`src/rtl/dmem_arbiter_if.sv`:
```
// Data-memory arbiter bus bundle: pipeline port, loader port, SRAM port and stall counter.
// The slave modport is the arbiter; the master modport is the requesters plus the SRAM.
interface dmem_arbiter_if #(
    parameter int ADDR_W = 11,
    parameter int DATA_W = 16
);
    logic              cpuReq;
    logic              cpuWrite;
    logic [ADDR_W-1:0] cpuAdrx;
    logic [DATA_W-1:0] cpuDataIn;
    logic              cpuGrant;
    logic              cpuRdValid;
    logic [DATA_W-1:0] cpuRdData;

    logic              ldReq;
    logic              ldWrite;
    logic [ADDR_W-1:0] ldAdrx;
    logic [DATA_W-1:0] ldDataIn;
    logic              ldGrant;
    logic              ldRdValid;
    logic [DATA_W-1:0] ldRdData;

    logic [ADDR_W-1:0] memAdrx;
    logic [DATA_W-1:0] memDataIn;
    logic              memWrite;
    logic [DATA_W-1:0] memDataOut;

    logic [15:0]       stallCount;

    modport slave (
        input  cpuReq, cpuWrite, cpuAdrx, cpuDataIn,
        output cpuGrant, cpuRdValid, cpuRdData,
        input  ldReq, ldWrite, ldAdrx, ldDataIn,
        output ldGrant, ldRdValid, ldRdData,
        output memAdrx, memDataIn, memWrite,
        input  memDataOut,
        output stallCount
    );

    modport master (
        output cpuReq, cpuWrite, cpuAdrx, cpuDataIn,
        input  cpuGrant, cpuRdValid, cpuRdData,
        output ldReq, ldWrite, ldAdrx, ldDataIn,
        input  ldGrant, ldRdValid, ldRdData,
        input  memAdrx, memDataIn, memWrite,
        output memDataOut,
        input  stallCount
    );
endinterface

```
`src/rtl/dmem_arbiter.sv`:
```
// Single-port data-memory arbiter: CPU pipeline has priority, the loader wins after
// STARVE_MAX consecutive lost cycles. Read results return one cycle after the grant.
module dmem_arbiter #(
    parameter int ADDR_W     = 11,
    parameter int DATA_W     = 16,
    parameter int STARVE_MAX = 4
) (
    input  logic          clk,
    input  logic          reset,
    dmem_arbiter_if.slave bus
);
    localparam int SW = $clog2(STARVE_MAX + 1);
    localparam logic [SW-1:0] STARVE_LIM = SW'(STARVE_MAX);

    logic [SW-1:0]     starve_q, starve_d;
    logic [15:0]       stall_cnt_q, stall_cnt_d;
    logic              rd_vld_q, rd_vld_d;
    logic              rd_own_ld_q, rd_own_ld_d;
    logic [ADDR_W-1:0] mem_adrx_q, mem_adrx_d;

    logic              ld_win, cpu_win, any_win, win_write, rd_vld;
    logic [ADDR_W-1:0] win_adrx;

    function automatic logic [SW-1:0] starve_inc(input logic [SW-1:0] v);
        return (v == STARVE_LIM) ? v : v + 1'b1;
    endfunction

    function automatic logic [15:0] stall_inc(input logic [15:0] v);
        return (v == 16'hFFFF) ? v : v + 16'd1;
    endfunction

    // Grants are suppressed outright while reset is high.
    always_comb begin
        ld_win    = !reset && bus.ldReq && (!bus.cpuReq || starve_q == STARVE_LIM);
        cpu_win   = !reset && bus.cpuReq && !ld_win;
        any_win   = ld_win || cpu_win;
        win_adrx  = ld_win ? bus.ldAdrx : bus.cpuAdrx;
        win_write = ld_win ? bus.ldWrite : (cpu_win && bus.cpuWrite);
    end

    // A reset in the cycle after a granted read kills that read's result.
    assign rd_vld         = rd_vld_q && !reset;
    assign bus.cpuGrant   = cpu_win;
    assign bus.ldGrant    = ld_win;
    assign bus.memAdrx    = any_win ? win_adrx : mem_adrx_q;
    assign bus.memDataIn  = ld_win ? bus.ldDataIn : bus.cpuDataIn;
    assign bus.memWrite   = win_write;
    assign bus.cpuRdValid = rd_vld && !rd_own_ld_q;
    assign bus.ldRdValid  = rd_vld && rd_own_ld_q;
    assign bus.cpuRdData  = bus.cpuRdValid ? bus.memDataOut : '0;
    assign bus.ldRdData   = bus.ldRdValid ? bus.memDataOut : '0;
    assign bus.stallCount = stall_cnt_q;

    always_comb begin
        starve_d    = starve_q;
        stall_cnt_d = stall_cnt_q;
        rd_vld_d    = any_win && !win_write;
        rd_own_ld_d = ld_win;
        mem_adrx_d  = any_win ? win_adrx : mem_adrx_q;

        if (!bus.ldReq || ld_win) begin
            starve_d = '0;
        end else if (cpu_win) begin
            starve_d = starve_inc(starve_q);
        end

        if (bus.cpuReq && !cpu_win) begin
            stall_cnt_d = stall_inc(stall_cnt_q);
        end
    end

    always_ff @(posedge clk) begin
        if (reset) begin
            starve_q    <= '0;
            stall_cnt_q <= '0;
            rd_vld_q    <= 1'b0;
            rd_own_ld_q <= 1'b0;
            mem_adrx_q  <= '0;
        end else begin
            starve_q    <= starve_d;
            stall_cnt_q <= stall_cnt_d;
            rd_vld_q    <= rd_vld_d;
            rd_own_ld_q <= rd_own_ld_d;
            mem_adrx_q  <= mem_adrx_d;
        end
    end
endmodule

```
`src/flat_wrapper.sv`:
```
// flat-port wrapper written by rule: the top's interface ports become plain ports
module dmem_arbiter_flat 
#(
    parameter int ADDR_W     = 11,
    parameter int DATA_W     = 16,
    parameter int STARVE_MAX = 4
)
  (clk, reset, bus_cpuReq, bus_cpuWrite, bus_cpuAdrx, bus_cpuDataIn, bus_cpuGrant, bus_cpuRdValid, bus_cpuRdData, bus_ldReq, bus_ldWrite, bus_ldAdrx, bus_ldDataIn, bus_ldGrant, bus_ldRdValid, bus_ldRdData, bus_memAdrx, bus_memDataIn, bus_memWrite, bus_memDataOut, bus_stallCount);
  dmem_arbiter_if #(.ADDR_W(ADDR_W), .DATA_W(DATA_W)) bus_i ();
  input  logic clk;
  input  logic reset;
  input wire logic [$bits(bus_i.cpuReq)-1:0] bus_cpuReq;
  input wire logic [$bits(bus_i.cpuWrite)-1:0] bus_cpuWrite;
  input wire logic [$bits(bus_i.cpuAdrx)-1:0] bus_cpuAdrx;
  input wire logic [$bits(bus_i.cpuDataIn)-1:0] bus_cpuDataIn;
  output wire logic [$bits(bus_i.cpuGrant)-1:0] bus_cpuGrant;
  output wire logic [$bits(bus_i.cpuRdValid)-1:0] bus_cpuRdValid;
  output wire logic [$bits(bus_i.cpuRdData)-1:0] bus_cpuRdData;
  input wire logic [$bits(bus_i.ldReq)-1:0] bus_ldReq;
  input wire logic [$bits(bus_i.ldWrite)-1:0] bus_ldWrite;
  input wire logic [$bits(bus_i.ldAdrx)-1:0] bus_ldAdrx;
  input wire logic [$bits(bus_i.ldDataIn)-1:0] bus_ldDataIn;
  output wire logic [$bits(bus_i.ldGrant)-1:0] bus_ldGrant;
  output wire logic [$bits(bus_i.ldRdValid)-1:0] bus_ldRdValid;
  output wire logic [$bits(bus_i.ldRdData)-1:0] bus_ldRdData;
  output wire logic [$bits(bus_i.memAdrx)-1:0] bus_memAdrx;
  output wire logic [$bits(bus_i.memDataIn)-1:0] bus_memDataIn;
  output wire logic [$bits(bus_i.memWrite)-1:0] bus_memWrite;
  input wire logic [$bits(bus_i.memDataOut)-1:0] bus_memDataOut;
  output wire logic [$bits(bus_i.stallCount)-1:0] bus_stallCount;
  assign bus_i.cpuReq = bus_cpuReq;
  assign bus_i.cpuWrite = bus_cpuWrite;
  assign bus_i.cpuAdrx = bus_cpuAdrx;
  assign bus_i.cpuDataIn = bus_cpuDataIn;
  assign bus_cpuGrant = bus_i.cpuGrant;
  assign bus_cpuRdValid = bus_i.cpuRdValid;
  assign bus_cpuRdData = bus_i.cpuRdData;
  assign bus_i.ldReq = bus_ldReq;
  assign bus_i.ldWrite = bus_ldWrite;
  assign bus_i.ldAdrx = bus_ldAdrx;
  assign bus_i.ldDataIn = bus_ldDataIn;
  assign bus_ldGrant = bus_i.ldGrant;
  assign bus_ldRdValid = bus_i.ldRdValid;
  assign bus_ldRdData = bus_i.ldRdData;
  assign bus_memAdrx = bus_i.memAdrx;
  assign bus_memDataIn = bus_i.memDataIn;
  assign bus_memWrite = bus_i.memWrite;
  assign bus_i.memDataOut = bus_memDataOut;
  assign bus_stallCount = bus_i.stallCount;
  dmem_arbiter #(.ADDR_W(ADDR_W), .DATA_W(DATA_W), .STARVE_MAX(STARVE_MAX)) u_core (.clk(clk), .reset(reset), .bus(bus_i));
endmodule
```
`config.mk`:
```
export PLATFORM = sky130hd
export DESIGN_NAME = dmem_arbiter_flat
export DESIGN_NICKNAME = d
export VERILOG_FILES = /design/src/rtl/dmem_arbiter_if.sv /design/src/rtl/dmem_arbiter.sv /design/src/flat_wrapper.sv
export SDC_FILE = /design/constraint.sdc
export NUM_CORES = 1
export LEC_CHECK = 0
export BUFFER_PORTS_ARGS = -buffer_cell sky130_fd_sc_hd__buf_2
export CAP_MARGIN = 10
export CORE_UTILIZATION = 43
export DETAILED_ROUTE_END_ITERATION = 10
export PLACE_DENSITY = 0.92
export SYNTH_ARGS = -nofsm -noshare
export SYNTH_HDL_FRONTEND = slang
export SYNTH_SLANG_ARGS = --single-unit
```
`constraint.sdc`:
```
create_clock -name clk -period 3.3 [get_ports clk]
set_clock_uncertainty 0.2 [all_clocks]
set_input_delay 0.33 -clock clk [delete_from_list [all_inputs] [get_ports clk]]
set_output_delay 0.33 -clock clk [all_outputs]
set_load 0.01 [all_outputs]
```
==> flow_metrics.env, run 1 <==
export IMPL_cts_buffers=5
export IMPL_hp_start="bus_cpuWrite"
export IMPL_synth_flop_cell="dfxtp_1"
export IMPL_num_rows=24
export IMPL_fp_coreArea_um2=4470
export IMPL_yosysTopAreaCell="dfxtp_1"
export IMPL_irDropWorstVdd_mv=0.259
export IMPL_area_growth_syn_to_layout_pct=43.9
export IMPL_yosysTopAreaCellShare_pct=31.2
export IMPL_critPathRequiredTime_ns=2.77
export IMPL_rsz0062_at_grt="false"
export IMPL_die_y_um=71.1
export IMPL_critical_path_arrival_ns=2.11
export IMPL_worst_pin_slew_ns=0.692
export IMPL_synthXorXnorAreaFrac_pct=0
export IMPL_yosys_warnings=0
export IMPL_clockRootBuffer="clkbuf_8"
export IMPL_ctsResizeCount=0
export IMPL_initial_utilization_pct=45.9
export IMPL_fin_area_um2=2960
export IMPL_period_share_pct=80.0
export IMPL_cp_slowest_stage_delay_ns=0.37
export IMPL_violations="design-rule violations"
export IMPL_synth_async_reset_ratio_pct=0
export IMPL_routed_wl_um=5610
export IMPL_crit_fanout=31
export IMPL_hold_violations=0
export IMPL_place_area_um2=2840
export IMPL_min_period_ns=2.64
export IMPL_tns_ns=0
export IMPL_crit_slowest_cell="buf_4"
export IMPL_postCtsHoldBufs=0
export IMPL_viasPerCell=5.15
export IMPL_synth_nets=320
export IMPL_maxCapViolations=0
export IMPL_fin_cells=443
export IMPL_power_density_nw_per_um2=331
export IMPL_port_buffers=155
export IMPL_clkTransAtPathRegs_ns=0.06
export IMPL_first_global_vias=2040
export IMPL_overflow=0
export IMPL_cts_tree="yes"
export IMPL_clock_sinks=32
export IMPL_postSynthCellCount=241
export IMPL_fmax_mhz=379
export IMPL_p_leak_nw=1.47
export IMPL_slew_viol_final=0
export IMPL_synth_compound_area_share_pct=14.6
export IMPL_synth_top_family_by_area="simple AND/OR/NAND/NOR gates"
export IMPL_synthSimpleGateAreaFrac_pct=29.7
export IMPL_layout_drive_gt1_share_pct=49.1
export IMPL_synth_most_common_cell="and2_1"
export IMPL_wl_per_cell_um=12.7
export IMPL_grt_usage_pct=22.0
export IMPL_r2r_start="u_core.bus.stallCount[0]"
export IMPL_critPathLaunch="u_core.starve_q[0]"
export IMPL_synth_edf_count=0
export IMPL_grt_pass1_wl_um=8860
export IMPL_fill_cells=383
export IMPL_boundaryPins=156
export IMPL_critPathTopFamily="buffers and inverters"
export IMPL_dieArea_um2=5060
export IMPL_endpoint_kind="primary output"
export IMPL_gp_congestion=0.812
export IMPL_die_x_um=71.1
export IMPL_hold_path_class="in2reg"
export IMPL_drc=11
export IMPL_synthesis_area_um2=2050
export IMPL_synth_adder_area_share_pct=1.83
export IMPL_worstSkewPairLatency_ns=0.28
export IMPL_avgSynthCellArea_um2=8.52
export IMPL_first_pass_iters=7
export IMPL_seq_area_frac_synth_pct=31.2
export IMPL_ys_ff_latch=32
export IMPL_vias=2280
export IMPL_crit_type="reg2out"
export IMPL_cts_htree_levels=2
export IMPL_status="finished with violations"
export IMPL_diodes=0
export IMPL_synthTopCellsByArea="dfxtp_1 31%, mux2_2 12%, and2_1 10%"
export IMPL_fin_nets=469
export IMPL_dp_cells=434
export IMPL_ys_types=35
export IMPL_hpwl_um=4370
export IMPL_ant_nets=0
export IMPL_post_cts_setup_buffer_count=0
export IMPL_grt_max_degree=42
export IMPL_drt_iter0_markers=167
export IMPL_antenna_found_initial=0
export IMPL_relSlewSlack_pct=53.9
export IMPL_crit_buf_inv=3
export IMPL_path_cells="inv_1 > ha_1 > nand2_1 > a21oi_4 > buf_4 > mux2i_1 > a21oi_1 > buf_2"
export IMPL_synthMuxAreaShare_pct=18.4
export IMPL_start_kind="flop"
export IMPL_synthTopCellsByCount="33 x and2_1, 32 x dfxtp_1, 22 x mux2_2, 22 x nor2_1, 20 x a21oi_1"
export IMPL_clock_path_buffers=2
export IMPL_finalSetupViolCount=0
state kept, by name, summed over array words and instances, names as in the netlist:
| name | count |
|---|---|
| u_core.rd_own_ld_q | 1 |
| u_core.starve_q | 3 |
| u_core.mem_adrx_q | 11 |
| u_core.rd_vld_q | 1 |
| u_core.bus.stallCount | 16 |
routing by layer:
metal / wire, um / GRT usage (%)
met5: 0 / 0
met4: 71 / 8.67
met3: 329 / 3.70
met2: 2890 / 41.8
met1: 2320 / 24.1
stage by stage:
stage                     total power [mW]  util [%]  setup slack, ns  hold WS, ns
final                                0.977      66.1            0.660       0.0473
after global routing                  1.02      66.1            0.491       0.0547
after CTS                            0.991      65.9            0.630       0.0344
after detailed placement             0.619      63.5            0.637        0.257
after global placement               0.614      63.5            0.749        0.232
after floorplan                      0.522         -             1.16        0.220
worst paths after layout:
check / to / slack, ns / cells after the start
max: bus_memAdrx[9] / 0.66 / 8
min: u_core.rd_vld_q / 0.05 / 2
max reg2reg: u_core.bus.stallCount[0] / 0.92 / 5
min reg2reg: u_core.starve_q[0] / 0.26 / 1
layout by cell type (no fill, tap or decap), types with 2 or more instances in the layout:
cell type / netlist / final
ha_1: 3 / 3
nor3b_1: 2 / 2
nand2b_1: 3 / 3
buf_2: 4 / 155
nor2_1: 22 / 21
and3_1: 3 / 3
clkbuf_8: 0 / 5
nand2_1: 7 / 7
and2_1: 33 / 33
mux2i_1: 13 / 13
inv_1: 2 / 2
a211oi_1: 13 / 13
and3b_1: 2 / 2
o31ai_1: 5 / 5
or4_1: 5 / 5
nor3_1: 5 / 5
dfxtp_1: 32 / 32
mux2_2: 22 / 22
a21oi_1: 20 / 19
buf_4: 2 / 2
and4_1: 5 / 5
nor2b_1: 8 / 8
nand3_1: 5 / 5
nand4_1: 5 / 5
logic make-up after synthesis:
logic type,count (synthesis)
multiplexers,35
AO/OA/AOI/OAI,46
AND/OR/NAND/NOR,107
adder cells (fa/ha/maj),3
flip-flops,32
buffers and inverters,18
power breakdown:
part / switching (mW) / leakage (nW) / total, mW / internal [mW]
combinational: 0.103 / 1.15 / 0.205 / 0.101
clock: 0.142 / 0.0552 / 0.366 / 0.224
sequential: 0.00606 / 0.261 / 0.406 / 0.400
area by class of cell:
class	count	area (um2)	share of cell area, %
Sequential cell	32	641	21.7
Inverter	2	7.51	0.254
Clock buffer	6	72.6	2.46
Clock inverter	2	35.0	1.19
Multi-Input combinational cell	191	1340	45.3
Tap cell	52	65.1	2.20
Timing Repair Buffer	158	796	26.9
Power figures use the tool's default switching activity.
==> run 2, diff against run 1 <==
CORE_UTILIZATION = 40   (was 43)
PLACE_DENSITY = 0.87   (was 0.92)
clock period = 2.44 ns   (was 3.3 ns; I/O delays follow)
==> run 2 against run 1 <==
The run now ends clean. Clock power up 14%. First-iteration DRC count down 37%. Wire length up 0.96%. Cell area up 4.0%. Core utilization down 2.3 points. Sequential share of layout area down 0.83 points. Largest cell class unchanged.
==> flow_metrics.env, run 2 (synthesis results as in run 1) <==
export IMPL_largest_reg_flops=16
export IMPL_dieArea_um2=5420
export IMPL_p_switching_mw=0.338
export IMPL_gp_congestion=0.828
export IMPL_fp_coreArea_um2=4820
export IMPL_vias=2331
export IMPL_drc=0
export IMPL_crit_type="reg2out"
export IMPL_irDropWorstVdd_mv=0.290
export IMPL_grt_pass1_wl_um=8180
export IMPL_first_global_vias=1970
export IMPL_clockRootBuffer="clkbuf_8"
export IMPL_fill_cells=405
export IMPL_endpoint_kind="primary output"
export IMPL_worstSkewPairLatency_ns=0.29
export IMPL_start_kind="flop"
export IMPL_slew_viol_final=0
export IMPL_clock_path_buffers=2
export IMPL_cts_tree="yes"
export IMPL_worst_pin_slew_ns=0.413
export IMPL_ant_nets=0
export IMPL_critPathLaunch="u_core.starve_q[1]"
export IMPL_port_buffers=155
export IMPL_clkPwrFrac_pct=33.2
export IMPL_overflow=0
export IMPL_finalSetupViolCount=0
export IMPL_p_leak_nw=1.51
export IMPL_grt_usage_pct=19.5
export IMPL_period_share_pct=95.9
export IMPL_cts_htree_levels=2
export IMPL_wl_per_cell_um=12.2
export IMPL_grt_max_degree=38
export IMPL_die_x_um=73.6
export IMPL_rsz0062_at_grt="false"
export IMPL_num_rows=25
export IMPL_boundaryPins=156
export IMPL_hold_path_class="in2reg"
export IMPL_post_cts_setup_buffer_count=0
export IMPL_swShare_pct=26.9
export IMPL_drt_iter0_markers=106
export IMPL_relSlewSlack_pct=72.5
export IMPL_fin_nets=474
export IMPL_clock_sinks=32
export IMPL_power_density_nw_per_um2=410
export IMPL_maxCapViolations=0
export IMPL_critical_path_arrival_ns=1.90
export IMPL_diodes=0
export IMPL_fmax_mhz=427
export IMPL_min_period_ns=2.34
export IMPL_status="complete, no violations"
export IMPL_clkTransAtPathRegs_ns=0.07
export IMPL_viasPerCell=5.03
export IMPL_hold_violations=0
export IMPL_routed_wl_um=5660
export IMPL_area_growth_syn_to_layout_pct=49.7
export IMPL_tns_ns=0
export IMPL_hpwl_um=4310
export IMPL_p_comb_share_pct=23.3
export IMPL_r2r_start="u_core.bus.stallCount[0]"
export IMPL_die_y_um=73.6
export IMPL_final_cell_mix="155 x buf_2, 33 x and2_1, 32 x dfxtp_1"
export IMPL_crit_fanout=15
export IMPL_hp_start="bus_ldReq"
export IMPL_p_int_mw=0.922
export IMPL_first_pass_iters=4
export IMPL_layout_drive_gt1_share_pct=50.3
export IMPL_initial_utilization_pct=42.6
export IMPL_cts_buffers=5
export IMPL_p_seq_share_pct=43.6
export IMPL_critPathRequiredTime_ns=2.00
export IMPL_antenna_found_initial=0
export IMPL_hold_slack_ns=0.0678
export IMPL_final_common_cell="buf_2"
[run 2: metrics by stage]
step	power, mW	setup slack, ns	cells	area [um2]	utilization, %
final	1.26	0.100	463	3070	63.8
after global placement	0.835	0.189	451	2890	60.0
after floorplan	0.706	0.302	241	2050	-
after global routing	1.32	0.0188	463	3070	63.8
after CTS	1.26	0.0431	461	3000	62.3
after detailed placement	0.840	0.0429	451	2890	60.0
[run 2: power by group through the flow]
| stage | clock (mW) | combinational [mW] | sequential [mW] |
|---|---|---|---|
| floorplan | 0 | 0.146 | 0.560 |
| global placement | 0 | 0.275 | 0.560 |
| detailed placement | 0 | 0.280 | 0.561 |
| CTS | 0.425 | 0.284 | 0.549 |
| global route | 0.450 | 0.323 | 0.552 |
| finish | 0.418 | 0.293 | 0.549 |
[run 2: final timing paths]
| kind | end | slack (ns) | cells past startpoint |
|---|---|---|---|
| min reg2reg | u_core.starve_q[0] | 0.25 | 1 |
| max | bus_memDataIn[11] | 0.10 | 7 |
| max reg2reg | u_core.bus.stallCount[0] | 0.13 | 5 |
| min | u_core.starve_q[2] | 0.07 | 3 |
[run 2: metal layers]
| layer | vias up | share of wire [%] | wire length, um | track usage, % |
|---|---|---|---|---|
| met1 | 1008 | 40 | 2280 | 20.1 |
| met4 | 0 | 1.5 | 85 | 9.62 |
| met5 | - | 0 | 0 | 0 |
| met3 | 8 | 8.4 | 475 | 4.53 |
| met2 | 124 | 50 | 2830 | 36.6 |
| li1 | 1191 | - | - | - |
[run 2: repair_timing]
action                     4_1_cts  5_1_grt
resized for setup                0        6
hold endpoints to repair         1        0
hold buffers                     2        0
setup endpoints to repair        0       19
[run 2: critical path, cell delays in order, from the launching register on]
cell and delay [ns]:
dfxtp_1 0.31, inv_1 0.10, ha_4 0.16, nand2_2 0.09, a21oi_4 0.25, clkbuf_16 0.22, mux2_2 0.33, buf_2 0.14
[run 2: area by class of cell]
| class | instances | area [um2] | area share, % |
|---|---|---|---|
| inverters | 2 | 7.51 | 0.244 |
| clock buffers | 8 | 90.1 | 2.93 |
| well taps | 67 | 83.8 | 2.73 |
| repair buffers | 163 | 888 | 28.9 |
| multi-input cells | 191 | 1360 | 44.3 |
| flip-flops and latches | 32 | 641 | 20.8 |
